===== src/rtl/calc_pkg.sv =====
// Shared types and constants for the calculator control path.
// Contents: FSM state encoding, ALU opcodes, pushbutton bit map,
// operator-index to opcode mapping and one-hot helpers.
package calc_pkg;

  typedef enum logic [2:0] {
    IDLE    = 3'd0,
    ENTRY_A = 3'd1,
    OP_WAIT = 3'd2,
    ENTRY_B = 3'd3,
    EXEC    = 3'd4,
    SHOW    = 3'd5
  } state_t;

  localparam logic [2:0] OP_ADD = 3'd1;
  localparam logic [2:0] OP_SUB = 3'd2;
  localparam logic [2:0] OP_MUL = 3'd3;

  // Bit map of the combined pushbutton vector {clear, enter, op[2:0], dig[9:0]}
  localparam int unsigned NUM_DIG  = 10;
  localparam int unsigned NUM_OP   = 3;
  localparam int unsigned PB_OP0   = 10;
  localparam int unsigned PB_ENTER = 13;
  localparam int unsigned PB_CLEAR = 14;
  localparam int unsigned PB_W     = 15;

  // Operator button index (0=ADD, 1=SUB, 2=MUL) to ALU opcode
  function automatic logic [2:0] op_index_to_code(input logic [1:0] idx);
    case (idx)
      2'd0:    return OP_ADD;
      2'd1:    return OP_SUB;
      default: return OP_MUL;
    endcase
  endfunction

  function automatic logic is_onehot10(input logic [9:0] v);
    return (v != 10'd0) && ((v & (v - 10'd1)) == 10'd0);
  endfunction

  function automatic logic is_onehot3(input logic [2:0] v);
    return (v != 3'd0) && ((v & (v - 3'd1)) == 3'd0);
  endfunction

endpackage


===== src/rtl/pb_edge_sync.sv =====
// Pushbutton synchronizer and rising-edge detector.
// Ports:
//   clk    in  1      rising-edge clock
//   rst    in  1      asynchronous active-high reset
//   pb     in  WIDTH  raw asynchronous button levels
//   rise_c out WIDTH  one-cycle high when a synchronized level goes 0->1 (combinational)
module pb_edge_sync #(
  parameter int unsigned WIDTH       = 15,
  parameter int unsigned SYNC_STAGES = 2
) (
  input  logic             clk,
  input  logic             rst,
  input  logic [WIDTH-1:0] pb,
  output logic [WIDTH-1:0] rise_c
);

  logic [WIDTH-1:0] sync_q [SYNC_STAGES];
  logic [WIDTH-1:0] prev_q;

  // Shift chain; prev_q holds the last synchronized level for edge detection
  always_ff @(posedge clk or posedge rst) begin
    if (rst) begin
      for (int i = 0; i < SYNC_STAGES; i++) sync_q[i] <= '0;
      prev_q <= '0;
    end else begin
      sync_q[0] <= pb;
      for (int i = 1; i < SYNC_STAGES; i++) sync_q[i] <= sync_q[i-1];
      prev_q <= sync_q[SYNC_STAGES-1];
    end
  end

  assign rise_c = sync_q[SYNC_STAGES-1] & ~prev_q;

endmodule


===== src/rtl/calc_sequencer.sv =====
// Central control FSM for the calculator datapath.
// Turns pushbutton edges into one-cycle control pulses for the operand
// buffers and ALU.
// Ports:
//   hwclk        in   1  system clock (rising edge)
//   reset        in   1  asynchronous active-high reset
//   pb_dig       in  10  raw digit buttons, bit i = digit i
//   pb_op        in   3  raw operator buttons [0]=ADD [1]=SUB [2]=MUL
//   pb_enter     in   1  raw enter/equals button
//   pb_clear     in   1  raw clear button
//   store_digit  out  1  pulse: shift digit into new-operand buffer
//   digit        out  4  digit value, valid with store_digit
//   enter        out  1  pulse: copy op1 -> op2
//   result_ready out  1  pulse: load ALU result into op1
//   clear        out  1  pulse: clear both operand buffers
//   opcode       out  3  latched ALU opcode
//   busy         out  1  high while the ALU result is pending
//   state_o      out  3  current FSM state
module calc_sequencer
  import calc_pkg::*;
#(
  parameter int unsigned MAX_DIGITS  = 3,
  parameter int unsigned SYNC_STAGES = 2,
  parameter int unsigned ALU_LAT     = 1
) (
  input  logic       hwclk,
  input  logic       reset,
  input  logic [9:0] pb_dig,
  input  logic [2:0] pb_op,
  input  logic       pb_enter,
  input  logic       pb_clear,
  output logic       store_digit,
  output logic [3:0] digit,
  output logic       enter,
  output logic       result_ready,
  output logic       clear,
  output logic [2:0] opcode,
  output logic       busy,
  output logic [2:0] state_o
);

  localparam int unsigned CNT_W  = $clog2(MAX_DIGITS + 1);
  localparam int unsigned WAIT_W = (ALU_LAT > 1) ? $clog2(ALU_LAT) : 1;

  logic [PB_W-1:0]   rise_c;
  logic [NUM_DIG-1:0] dig_ev_c;
  logic [NUM_OP-1:0]  op_ev_c;
  logic              ev_clear_c;
  logic              ev_enter_c;
  logic              ev_op_c;
  logic              ev_dig_c;
  logic [3:0]        dig_idx_c;
  logic [1:0]        op_idx_c;

  state_t            state;
  logic [CNT_W-1:0]  cnt;
  logic [WAIT_W-1:0] wait_cnt;

  pb_edge_sync #(
    .WIDTH      (PB_W),
    .SYNC_STAGES(SYNC_STAGES)
  ) u_sync (
    .clk   (hwclk),
    .rst   (reset),
    .pb    ({pb_clear, pb_enter, pb_op, pb_dig}),
    .rise_c(rise_c)
  );

  // Reduce the edge vector to at most one event; multi-key digit or
  // operator groups are invalid and fall through to the next priority
  always_comb begin
    dig_ev_c   = rise_c[NUM_DIG-1:0];
    op_ev_c    = rise_c[PB_OP0 +: NUM_OP];
    ev_clear_c = rise_c[PB_CLEAR];
    ev_enter_c = !ev_clear_c && rise_c[PB_ENTER];
    ev_op_c    = !ev_clear_c && !rise_c[PB_ENTER] && is_onehot3(op_ev_c);
    ev_dig_c   = !ev_clear_c && !rise_c[PB_ENTER] && !is_onehot3(op_ev_c)
                 && is_onehot10(dig_ev_c);
    dig_idx_c  = 4'd0;
    for (int i = 0; i < int'(NUM_DIG); i++) begin
      if (dig_ev_c[i]) dig_idx_c = 4'(i);
    end
    op_idx_c = 2'd0;
    for (int i = 0; i < int'(NUM_OP); i++) begin
      if (op_ev_c[i]) op_idx_c = 2'(i);
    end
  end

  // Sequencer: state, digit count, EXEC wait counter and registered outputs
  always_ff @(posedge hwclk or posedge reset) begin
    if (reset) begin
      state        <= IDLE;
      cnt          <= '0;
      wait_cnt     <= '0;
      store_digit  <= 1'b0;
      digit        <= 4'd0;
      enter        <= 1'b0;
      result_ready <= 1'b0;
      clear        <= 1'b0;
      opcode       <= OP_ADD;
      busy         <= 1'b0;
    end else begin
      store_digit  <= 1'b0;
      enter        <= 1'b0;
      result_ready <= 1'b0;
      clear        <= 1'b0;
      if (ev_clear_c) begin
        clear  <= 1'b1;
        cnt    <= '0;
        opcode <= OP_ADD;
        busy   <= 1'b0;
        state  <= IDLE;
      end else begin
        case (state)
          IDLE, SHOW: begin
            if (ev_dig_c) begin
              store_digit <= 1'b1;
              digit       <= dig_idx_c;
              cnt         <= CNT_W'(1);
              state       <= ENTRY_A;
            end else if (ev_op_c && state == SHOW) begin
              // previous result becomes the first operand
              opcode <= op_index_to_code(op_idx_c);
              enter  <= 1'b1;
              cnt    <= '0;
              state  <= OP_WAIT;
            end
          end
          ENTRY_A, ENTRY_B: begin
            if (ev_dig_c) begin
              if (cnt < CNT_W'(MAX_DIGITS)) begin
                store_digit <= 1'b1;
                digit       <= dig_idx_c;
                cnt         <= cnt + CNT_W'(1);
              end
            end else if (ev_op_c && state == ENTRY_A) begin
              opcode <= op_index_to_code(op_idx_c);
              enter  <= 1'b1;
              cnt    <= '0;
              state  <= OP_WAIT;
            end else if (ev_enter_c && state == ENTRY_B) begin
              busy     <= 1'b1;
              wait_cnt <= WAIT_W'(ALU_LAT - 1);
              state    <= EXEC;
            end
          end
          OP_WAIT: begin
            if (ev_dig_c) begin
              store_digit <= 1'b1;
              digit       <= dig_idx_c;
              cnt         <= CNT_W'(1);
              state       <= ENTRY_B;
            end else if (ev_op_c) begin
              opcode <= op_index_to_code(op_idx_c);
            end
          end
          EXEC: begin
            if (wait_cnt == '0) begin
              result_ready <= 1'b1;
              busy         <= 1'b0;
              state        <= SHOW;
            end else begin
              wait_cnt <= wait_cnt - WAIT_W'(1);
            end
          end
          default: begin
            cnt   <= '0;
            busy  <= 1'b0;
            state <= IDLE;
          end
        endcase
      end
    end
  end

  assign state_o = state;

endmodule

===== config.mk =====
export PLATFORM = sky130hd
export DESIGN_NAME = calc_sequencer
export DESIGN_NICKNAME = d
export VERILOG_FILES = /design/src/rtl/calc_pkg.sv /design/src/rtl/pb_edge_sync.sv /design/src/rtl/calc_sequencer.sv
export SDC_FILE = /design/constraint.sdc
export NUM_CORES = 1
export LEC_CHECK = 0
export BUFFER_PORTS_ARGS = -buffer_cell sky130_fd_sc_hd__buf_2
export CAP_MARGIN = 40
export CORE_MARGIN = 4
export CORE_UTILIZATION = 40
export CTS_CLUSTER_SIZE = 10
export DETAILED_ROUTE_END_ITERATION = 8
export MAX_ROUTING_LAYER = met4
export PLACE_DENSITY = 0.69
export SYNTH_ARGS = -nofsm -noshare
export SYNTH_HDL_FRONTEND = slang
export SYNTH_SLANG_ARGS = --single-unit
export TNS_END_PERCENT = 30

===== constraint.sdc =====
create_clock -name hwclk -period 4.9 [get_ports hwclk]
set_clock_uncertainty 0.05 [all_clocks]
set_input_delay 0.735 -clock hwclk [delete_from_list [all_inputs] [get_ports hwclk]]
set_output_delay 0.735 -clock hwclk [all_outputs]
set_load 0.1 [all_outputs]

Word-level counts from Yosys, hierarchy flattened
Cells that the tools add are included.
{ "op_classes": {"n_reduce_logical": 31, "n_bitwise": 5, "n_eq_ne": 28, "magnitude_cmp": 1, "n_mux": 67, "add_sub_neg": 4} }
{ "op_table": {"columns": ["operator", "n"], "rows": [
  ["$mux 3", 15],
  ["$mux 4", 11],
  ["$ne 3x3->1 const B", 10],
  ["$reduce_and 5->1", 5],
  ["$mux 1", 24],
  ["$mux 2", 8],
  ["$ne 4x4->1 const B", 4],
  ["$and 15x15->15", 1],
  ["$not 15->15", 1],
  ["$ne 2x2->1 const B", 6],
  ["$pmux 3 s4", 1],
  ["$and 10x10->10", 1],
  ["$logic_and 1x1->1", 10],
  ["$logic_not 10->1", 1],
  ["$reduce_bool 10->1", 1],
  ["$sub 10x1->10 const B", 1],
  ["$pmux 3 s3", 1],
  ["$pmux 2 s4", 1],
  ["$pmux 4 s2", 1],
  ["$reduce_and 7->1", 1],
  ["$eq 3x2->1 const B", 2],
  ["$eq 3x3->1 const B", 2],
  ["$logic_not 3->1", 2],
  ["$pmux 1 s2", 3],
  ["other kinds (18)", 23]
]} }
{ "word_totals": {"elab_cells": 149, "inputBits": 17, "output_inout_bits": 15, "ff_bits": 63} }

Longest topological paths before layout
Gate-level depths: netlist of the first run.
{ "logic_depth": {"depth_word": 14, "depth_mapped": 8, "mapped_depth_nobuf": 7} }

Modules after synthesis
Synthesis of the first run repeated with hierarchy kept, for this count alone.
{ "hier_totals": {"hier_cells": 184, "area_unflattened_um2": 2434.8} }
{ "by_module_without_submodules": {"columns": ["mod", "seq_area_each_um2", "area_per_inst_um2", "instances", "cells_per_inst"], "rows": [
  ["pb_edge_sync", 1126.1, 1336.3, 1, 61],
  ["calc_sequencer", 401.6, 1098.6, 1, 123]
]} }

Worst setup path after synthesis of the first run
No wires, ideal clock.
{ "synth_timing": {"kind": "register -> register", "startpoint": "reg state[0], in the netlist state_o[0]", "endpoint": "reg state[1], in the netlist state_o[1]", "stages_incl_launch_ff": 7, "t_required_ns": 4.724, "setup_time_ns": 0.126, "synth_period_minus_slack_ns": 2.348, "path_buffers": 1, "setup_slack_ns": 2.552, "arrival_time_ns": 2.172, "cell_sequence": "dfrtp_1 clkbuf_1 a21oi_1 o211ai_1 o22ai_1 a21o_1 o32a_1"} }
{ "synth_via": {"elab_chain_cells": 6, "word_cells_on_any_way": 21, "cone_classes": "eq/ne (10); mux (4); reduce/logical (7)"} }
{ "synth_lines": {"columns": ["element", "line", "rtl"], "rows": [
  ["from (decl)", "calc_sequencer.sv:55", "state_t state;"],
  ["from (signal assigned)", "calc_sequencer.sv:92", "state <= IDLE;"],
  ["from (signal assigned)", "calc_sequencer.sv:112", "state <= IDLE;"],
  ["from (signal assigned)", "calc_sequencer.sv:120", "state <= ENTRY_A;"],
  ["$eq 3x1->1", "calc_sequencer.sv:114, calc_sequencer.sv:136", null],
  ["$logic_and 1x1->1", "calc_sequencer.sv:136", "end else if (ev_op_c && state == ENTRY_A) begin"],
  ["$mux 3", "calc_sequencer.sv:136", null],
  ["$mux 3", "calc_sequencer.sv:130", "if (ev_dig_c) begin"],
  ["$pmux 3 s4", "calc_sequencer.sv:114", "case (state)"],
  ["$mux 3", "calc_sequencer.sv:107", "if (ev_clear_c) begin"]
]} }
Several ways; a longest one is shown, not always the timed one. The select of a mux whose other input is x is not followed.
A chain may end at the register's enable or synchronous reset.

Final worst setup path of the first run
{ "layout_timing": {"startpoint": "reg u_sync.sync_q[6] (netlist name)", "endpoint": "reg digit[2]"} }
{ "layout_via": {"elab_chain_cells": 8, "word_cells_on_any_way": 18, "cone_classes": "add/sub (1); eq/ne (2); mux (8); bitwise (2); reduce/logical (5)"} }
{ "layout_lines": {"columns": ["element", "line", "rtl"], "rows": [
  ["from (decl)", "pb_edge_sync.sv:17", "logic [WIDTH-1:0] sync_q [SYNC_STAGES];"],
  ["$and 15x15->15 *", "pb_edge_sync.sv:32", "assign rise_c = sync_q[SYNC_STAGES-1] & ~prev_q;"],
  ["$sub 10x1->10 or $mux 4 (tied branches)", "calc_pkg.sv:37, calc_sequencer.sv:81", null],
  ["$and 10x10->10 or $mux 4 (tied branches)", "calc_pkg.sv:37, calc_sequencer.sv:81", null],
  ["$logic_not 10->1 or $mux 4 (tied branches)", "calc_pkg.sv:37, calc_sequencer.sv:81", null],
  ["$logic_and 1x1->1 or $mux 4 (tied branches)", "calc_pkg.sv:37, calc_sequencer.sv:81", null],
  ["$logic_and 1x1->1 or $mux 4 (tied branches)", "calc_sequencer.sv:78, calc_sequencer.sv:131", null],
  ["$ne 2x2->1 (no line), or another cell as far along", null, null],
  ["$reduce_and 5->1 (no line) or $pmux 4 s2 (tied branches)", null, null],
  ["to (signal assigned)", "calc_sequencer.sv:118", "digit <= dig_idx_c;"],
  ["to (signal assigned)", "calc_sequencer.sv:133", "digit <= dig_idx_c;"],
  ["to (signal assigned)", "calc_sequencer.sv:150", "digit <= dig_idx_c;"],
  ["to (decl)", "calc_sequencer.sv:33", "output logic [3:0] digit,"]
]} }
Every way passes the cells marked *; elsewhere a longest branch is shown, timed or not. The select of a mux whose other input is x is not followed.

==> results.py, run 1 <==
metrics = {
    "placed_design": {
        "finalWeightedCongestion": 0.879,
        "place_ws_ns": 2.61,
        "placed_area_um2": 2710,
        "place.detailed.hpwl_um": 2810,
        "portbufs": 30,
        "place.detailed.instances": 300,
    },
    "global_routing": {
        "maximum_number_of_pins_on_one_net_before_global_route_repair": 62,
        "grt_pass1_wl_um": 7290,
        "antenna_found_initial": 0,
        "globalRoute.totalOverflow": 0,
        "grt_pass1_vias": 1622,
        "track_usage_pct": 12.9,
    },
    "setup_path": {
        "critical_path_launch_point": "u_sync.sync_q[6]$_DFF_PP0_",
        "worst_ep_required_time_ns": 5.07,
        "criticalPathCategory": "reg2reg",
        "crit_path_max_fanout": 6,
        "worstSetupEndpointType": "flop",
        "cp_slowest_stage_delay_ns": 0.45,
        "reg2reg_to": "digit[2]$_DFFE_PP0P_",
        "critical_path_arrival_ns": 2.49,
        "r2r_slack_ns": 2.57,
        "cp_cell_sequence": "nor2b_4 -> nor2_1 -> nand4_1 -> a311o_2 -> a21oi_4 -> nand3_4 -> mux2_4",
        "regToRegStartpoint": "u_sync.sync_q[6]$_DFF_PP0_",
        "cp_slowest_cell": "a311o_2",
        "reg2reg_depth": 7,
        "setup.worst_path.start_class": "flop",
        "crit_end": "digit[2]$_DFFE_PP0P_",
    },
    "clock_tree": {
        "cts_buffers": 9,
        "ctsResizeCount": 0,
        "htree_num_levels": 3,
        "numClockSinks": 61,
        "clockBufferDepth": 2,
        "hold_buffers": 0,
        "cts_root_buffer": "clkbuf_8",
        "post-cts-setup-buffer-count": 0,
        "clock_insertion_delay_worst_skew_ns": 0.34,
        "cts_tree": "done",
        "worst_setup_hold_path_clk_slew_ns": 0.07,
    },
    "cells_and_area": {
        "num-nets-final": 254,
        "antenna_cells_inserted": 0,
        "share_of_post_route_cells_with_drive_strength_above_1_pct": 28.2,
        "final_core_utilization_pct": 48.7,
        "final_design_area_no_fill_um2": 2900,
        "syn2layout_area_growth_pct": 16.9,
        "finalNonFillerCells": 316,
    },
    "pwr": {
        "share_of_power_burned_in_the_clock_network_pct": 27.2,
        "p_leak_nw": 1.33,
        "power.share.switching_pct": 41.2,
        "seqPwrFrac_pct": 39.3,
        "power.switching_uw": 649,
        "peakVddDrop_v": 0.000237,
        "total_power_mw": 1.57,
        "power.share.combinational_pct": 33.5,
        "power.density_nw_per_um2": 543,
        "cellInternalPower_uw": 925,
    },
    "logic_synthesis": {
        "synth.lib_cells_used.distinct": 56,
        "yosys_most_used_dff": "dfrtp_1",
        "syn-mean-instance-area_um2": 12.5,
        "yosys_register_bits": 61,
        "syn-instance-count": 199,
        "asyncSetResetFlopFracSynth_pct": 100,
        "portion_of_synthesized_cell_area_occupied_by_the_leading_cell_type_pct": 60.5,
        "synth_warnings": 0,
        "synth_enable_flop_cells": 0,
        "synth_top_cells_by_area": "dfrtp_1 61%, nand2b_1 3.3%, mux2_4 2.4%",
        "synth-seq-area-share_pct": 61.6,
        "post_synth_instance_area_um2": 2480,
        "syn_nets": 217,
        "synth_top_cell_by_area": "dfrtp_1",
    },
    "hold_path": {
        "hp-class": "reg2reg",
    },
    "floorplan": {
        "fp.dieArea_um2": 7530,
        "rows": 28,
        "start_util_pct": 41.7,
        "floorplan.die.width_um": 86.8,
        "die_y_um": 86.8,
        "core_area_um2": 5960,
        "io-pin-count": 32,
    },
    "detailed_routing": {
        "detail_route.first_pass.iterations": 4,
        "drt_first_iter_violations": 146,
        "drt-total-wl_um": 4110,
        "remaining_drc_errors": 0,
        "post_drt_via_cell_ratio": 5.11,
        "vias": 1615,
        "final_antenna_net_count": 0,
        "route.detailed.wl_per_inst_um": 13.0,
    },
    "timing": {
        "hold_slack_ns": 0.297,
        "final_hold_viol_count": 0,
        "fin_ws_ns": 2.57,
        "max_slew_margin_pct": 52.4,
        "tns_ns": 0,
        "tightestPinTransition_ns": 0.714,
        "max_clk_rate_mhz": 430,
        "crit_share_post_route_pct": 47.5,
        "finalSetupViolCount": 0,
        "timing.final.crit_period_ns": 2.33,
        "grt_setup_unrepaired": "false",
        "slew_viol_final": 0,
    },
    "run_status": {
        "run_status": "completed",
    },
    "flow_run": {
        "number_of_violations_of_the_max_capacitance_limit": 0,
    },
}
==> logic make-up (layout without fill, tap and decap cells) <==
family | count (synthesis) | in the layout | synth area share, %
and+or+nand+nor | 66 | 66 | 16.8
DFF | 61 | 61 | 61.6
AOI/OAI and AO/OA | 53 | 53 | 15.9
buffers and inverters | 11 | 53 | 1.82
muxes | 4 | 4 | 2.42
adders and majority gates | 2 | 2 | 0.958
other | 1 | 1 | 0.151
xor gates and xnor gates | 1 | 1 | 0.353
==> cells in the mapped netlist (2+ instances only) <==
| cell | number |
|---|---|
| o211ai_1 | 4 |
| clkbuf_1 | 4 |
| a211oi_1 | 3 |
| nand2b_4 | 2 |
| dfrtp_1 | 60 |
| nor2b_4 | 2 |
| inv_1 | 6 |
| nor2b_1 | 7 |
| a221oi_1 | 2 |
| nor2_1 | 12 |
| mux2_4 | 4 |
| a21o_1 | 2 |
| a21oi_1 | 9 |
| or4_1 | 2 |
| and3_1 | 2 |
| nand3_1 | 2 |
| nand2_1 | 12 |
| o21ai_0 | 11 |
| a2111oi_0 | 4 |
| nand2b_1 | 13 |
==> cells in the final DEF (no fill, tap or decap), types with 2 or more instances in the layout <==
| cell | count |
|---|---|
| nand2_1 | 12 |
| buf_2 | 30 |
| a2111oi_0 | 4 |
| clkinvlp_4 | 2 |
| dfrtp_1 | 60 |
| and3_1 | 2 |
| clkbuf_8 | 9 |
| clkinv_2 | 2 |
| or4_1 | 2 |
| a221oi_1 | 2 |
| nand2b_1 | 13 |
| nor2b_4 | 2 |
| a21oi_1 | 9 |
| o211ai_1 | 4 |
| a211oi_1 | 3 |
| mux2_4 | 4 |
| nor2b_1 | 7 |
| nand2b_4 | 2 |
| o21ai_0 | 11 |
| nor2_1 | 12 |
| inv_1 | 5 |
| a21o_1 | 2 |
| nand3_1 | 2 |
==> critical path: cells and delay by family, from the launching register on <==
family          cells  cell delay, ns
compound gates      2            0.71
mux                 1            0.32
simple gates        4            0.71
flops               1            0.40
==> area by class of cell <==
class | instances | area [um^2]
Clock buffer | 10 | 128
Clock inverter | 6 | 63.8
Fill cell | 563 | 3050
Inverter | 6 | 22.5
Multi-Input combinational cell | 127 | 908
Sequential cell | 61 | 1530
Tap cell | 75 | 93.8
Timing Repair Buffer | 31 | 158
==> worst min path at each step <==
| stage | start | cells past startpoint | end | slack [ns] |
|---|---|---|---|---|
| after detailed placement | u_sync.sync_q[26]$_DFF_PP0_ | 0 | u_sync.sync_q[11]$_DFF_PP0_ | 0.28 |
| after global placement | u_sync.sync_q[24]$_DFF_PP0_ | 0 | u_sync.sync_q[9]$_DFF_PP0_ | 0.28 |
| final | u_sync.sync_q[26]$_DFF_PP0_ | 0 | u_sync.sync_q[11]$_DFF_PP0_ | 0.30 |
| after CTS | u_sync.sync_q[26]$_DFF_PP0_ | 0 | u_sync.sync_q[11]$_DFF_PP0_ | 0.30 |
| after global routing | u_sync.sync_q[28]$_DFF_PP0_ | 0 | u_sync.sync_q[13]$_DFF_PP0_ | 0.30 |
| after floorplan | u_sync.sync_q[15]$_DFF_PP0_ | 0 | u_sync.sync_q[0]$_DFF_PP0_ | 0.28 |
==> power groups by stage <==
stage	Sequential (mW)	Clock [mW]	Combinational [mW]
after floorplan	0.873	0	0.198
after global placement	0.628	0	0.524
after detailed placement	0.629	0	0.528
after CTS	0.620	0.441	0.530
after global routing	0.630	0.467	0.559
final	0.619	0.428	0.527
==> flip-flops by register name, summed over array words and instances, names as in the netlist <==
| name | cells |
|---|---|
| result_ready | 1 |
| opcode | 2 |
| cnt | 2 |
| digit | 4 |
| store_digit | 1 |
| clear | 1 |
| state_o | 3 |
| u_sync.prev_q | 15 |
| busy | 1 |
| u_sync.sync_q | 30 |
| enter | 1 |
==> routing by layer <==
metal	wire, um	GRT usage, %	vias up
li1	-	-	791
met1	1930	16.3	772
met2	1830	17.5	46
met3	262	4.28	6
met4	78	8.78	0
met5	0	-	-
Power figures use the tool's default switching activity.
==> run 2, diff against run 1 <==
--- a/config.mk
+++ b/config.mk
@@ -5,6 +5,7 @@
 export SDC_FILE = /design/constraint.sdc
 export NUM_CORES = 1
 export LEC_CHECK = 0
+export ABC_AREA = 1
 export BUFFER_PORTS_ARGS = -buffer_cell sky130_fd_sc_hd__buf_2
 export CAP_MARGIN = 40
 export CORE_MARGIN = 4
@@ -12,7 +13,7 @@
 export CTS_CLUSTER_SIZE = 10
 export DETAILED_ROUTE_END_ITERATION = 8
 export MAX_ROUTING_LAYER = met4
-export PLACE_DENSITY = 0.69
+export PLACE_DENSITY = 0.71
 export SYNTH_ARGS = -nofsm -noshare
 export SYNTH_HDL_FRONTEND = slang
 export SYNTH_SLANG_ARGS = --single-unit
==> constraint.sdc (replaced) <==
create_clock -name hwclk -period 1.91 [get_ports hwclk]
set_clock_uncertainty 0.05 [all_clocks]
set_input_delay 0.2865 -clock hwclk [delete_from_list [all_inputs] [get_ports hwclk]]
set_output_delay 0.2865 -clock hwclk [all_outputs]
set_load 0.1 [all_outputs]
==> results.py, run 2 <==
metrics = {
    "detailed_routing": {
        "detail_route.first_pass.iterations": 4,
        "route.detailed.wl_per_inst_um": 11.3,
        "drt_first_iter_violations": 124,
        "vias": 1789,
        "drt-total-wl_um": 4380,
        "post_drt_via_cell_ratio": 4.60,
        "remaining_drc_errors": 0,
        "final_antenna_net_count": 0,
    },
    "cells_and_area": {
        "multiInputGateArea_um2": 768,
        "layout.cells.most_common": "dfrtp_1",
        "num-nets-final": 328,
        "largest-register": "u_sync.sync_q",
        "largest_register_ff_count": 30,
        "syn2layout_area_growth_pct": 29.7,
        "layout.filler_cells": 530,
        "seq_area_um2": 1530,
        "finalNonFillerCells": 389,
        "largestRegisters": "u_sync.sync_q: 30 flops, u_sync.prev_q: 15 flops, digit: 4 flops",
        "final_cell_mix": "57 x dfrtp_1, 53 x nand2_1, 31 x inv_1",
        "share_of_post_route_cells_with_drive_strength_above_1_pct": 30.9,
        "antenna_cells_inserted": 0,
    },
    "logic_synthesis": {
        "syn-instance-count": 243,
        "syn_nets": 261,
        "post_synth_instance_area_um2": 2420,
        "yosys_register_bits": 61,
        "asyncSetResetFlopFracSynth_pct": 100,
        "synth_top_cell_by_area": "dfrtp_1",
        "synth_top_cells_by_area": "dfrtp_1 62%, nand2_1 8.8%, inv_1 5.0%",
        "yosys_most_used_dff": "dfrtp_1",
        "portion_of_synthesized_cell_area_occupied_by_the_leading_cell_type_pct": 62.0,
        "syn-mean-instance-area_um2": 9.96,
        "synth-seq-area-share_pct": 63.1,
        "synth_enable_flop_cells": 0,
        "synth.lib_cells_used.distinct": 27,
        "netlist_top_cells_count": "60 x dfrtp_1, 57 x nand2_1, 32 x inv_1, 20 x nor2_1, 13 x nand3_1",
        "synthMostInstantiatedCell": "dfrtp_1",
        "synth_warnings": 0,
    },
    "placed_design": {
        "portbufs": 30,
        "finalWeightedCongestion": 0.890,
        "place.detailed.hpwl_um": 2870,
        "place.detailed.instances": 350,
    },
    "timing": {
        "crit_share_post_route_pct": 101,
        "grt_setup_unrepaired": "true",
        "final_hold_viol_count": 0,
        "slew_viol_final": 0,
        "max_clk_rate_mhz": 520,
        "timing.final.crit_period_ns": 1.92,
        "fin_ws_ns": -0.0123,
        "finalSetupViolCount": 3,
        "hold_slack_ns": 0.293,
    },
    "run_status": {
        "violated_checks": "setup timing",
        "run_status": "complete, but fails checks",
    },
    "setup_path": {
        "reg2reg_depth": 11,
        "r2r_slack_ns": -0.01,
        "reg2reg_to": "digit[3]$_DFFE_PP0P_",
        "crit_path_max_fanout": 6,
        "criticalPathCategory": "reg2reg",
        "regToRegStartpoint": "u_sync.sync_q[1]$_DFF_PP0_",
        "worstSetupEndpointType": "flop",
        "crit_end": "digit[3]$_DFFE_PP0P_",
        "setup.worst_path.start_class": "flop",
        "critical_path_arrival_ns": 2.09,
        "critical_path_launch_point": "u_sync.sync_q[1]$_DFF_PP0_",
        "worst_ep_required_time_ns": 2.08,
    },
    "clock_tree": {
        "cts_tree": "done",
        "worst_setup_hold_path_clk_slew_ns": 0.06,
        "cts_buffers": 9,
        "clockBufferDepth": 2,
        "clock_insertion_delay_worst_skew_ns": 0.33,
        "htree_num_levels": 3,
        "numClockSinks": 61,
        "cts_root_buffer": "clkbuf_8",
    },
    "floorplan": {
        "fp.dieArea_um2": 7360,
        "start_util_pct": 41.1,
        "die_y_um": 85.8,
        "core_area_um2": 5890,
        "floorplan.die.width_um": 85.8,
        "io-pin-count": 32,
        "rows": 28,
    },
    "global_routing": {
        "grt_pass1_wl_um": 7380,
        "grt_pass1_vias": 1709,
        "antenna_found_initial": 0,
        "maximum_number_of_pins_on_one_net_before_global_route_repair": 62,
        "globalRoute.totalOverflow": 0,
        "track_usage_pct": 13.5,
    },
    "pwr": {
        "total_power_mw": 4.53,
        "power.density_nw_per_um2": 1440,
        "peakVddDrop_v": 0.00110,
        "p_leak_nw": 1.65,
    },
    "hold_path": {
        "worstHoldStart": "u_sync.sync_q[19]$_DFF_PP0_",
        "hp-class": "reg2reg",
    },
    "flow_run": {
        "number_of_violations_of_the_max_capacitance_limit": 0,
    },
}
==> run 2: metal layers <==
layer  share of wire [%]  wire length (um)  track usage, %
met4                 2.9               127            8.78
met5                   0                 0               -
met2                  47              2060            20.1
met3                 6.3               275            4.03
met1                  44              1920            15.8
==> run 2: repair_timing <==
action | CTS | global route
resized for setup | 0 | 8
setup buffers | 0 | 8
hold buffers | 16 | 0
endpoints found under the hold margin | 75 | 0
setup endpoints to repair | 0 | 9
==> run 2: worst min path at each step <==
stage	to	slack, ns	depth (start not counted)
global route	u_sync.sync_q[6]$_DFF_PP0_	0.30	0
finish	u_sync.sync_q[4]$_DFF_PP0_	0.29	0
global placement	u_sync.sync_q[10]$_DFF_PP0_	0.28	0
detailed placement	u_sync.sync_q[14]$_DFF_PP0_	0.28	0
CTS	u_sync.sync_q[4]$_DFF_PP0_	0.30	0
floorplan	u_sync.sync_q[15]$_DFF_PP0_	0.27	0
==> run 2: kinds of logic (layout without fill, tap and decap cells) <==
kind of cell	after synthesis	count (layout)	share of synthesized area (%)
simple gates	118	118	24.4
fa+ha+maj	1	1	0.517
buf+inv	39	110	6.20
compound gates	23	23	5.58
other cells	1	1	0.155
flops	61	61	63.1
==> run 2: area by class of cell <==
class / count / share of cell area (%)
Sequential cell: 61 / 48.8
Multi-Input combinational cell: 143 / 24.5
Timing Repair Buffer: 57 / 12.9
Clock buffer: 11 / 4.82
Inverter: 38 / 4.54
Tap cell: 75 / 2.99
Clock inverter: 4 / 1.51
==> run 2: per-stage QoR <==
step | setup slack, ns | cell area [um^2] | setup TNS (ns) | utilization, %
2_1_floorplan | -0.0721 | 2430 | -0.216 | -
3_3_place_gp | 0.0876 | 2700 | 0 | 45.9
3_5_place_dp | 0.0552 | 2700 | 0 | 45.9
4_1_cts | 0.0222 | 3060 | 0 | 52.0
5_1_grt | -0.119 | 3140 | -0.640 | 53.4
6_report | -0.0123 | 3140 | -0.0177 | 53.4
==> run 2: power by group <==
part | switching (mW) | internal [mW] | total (mW)
Sequential | 0.112 | 1.48 | 1.59
Combinational | 1.40 | 0.403 | 1.80
Clock | 0.473 | 0.661 | 1.13
Total | 1.99 | 2.54 | 4.53
==> run 2: critical path, stage by stage (launching register included) <==
cell	delay, ns
dfrtp_1	0.42
nand2_2	0.10
nand2_2	0.08
nor2_4	0.14
nand2_2	0.09
nand2_2	0.07
nand2_2	0.06
nor2_4	0.14
nand3_4	0.12
nor3_4	0.32
nand2_2	0.11
o21a_1	0.11
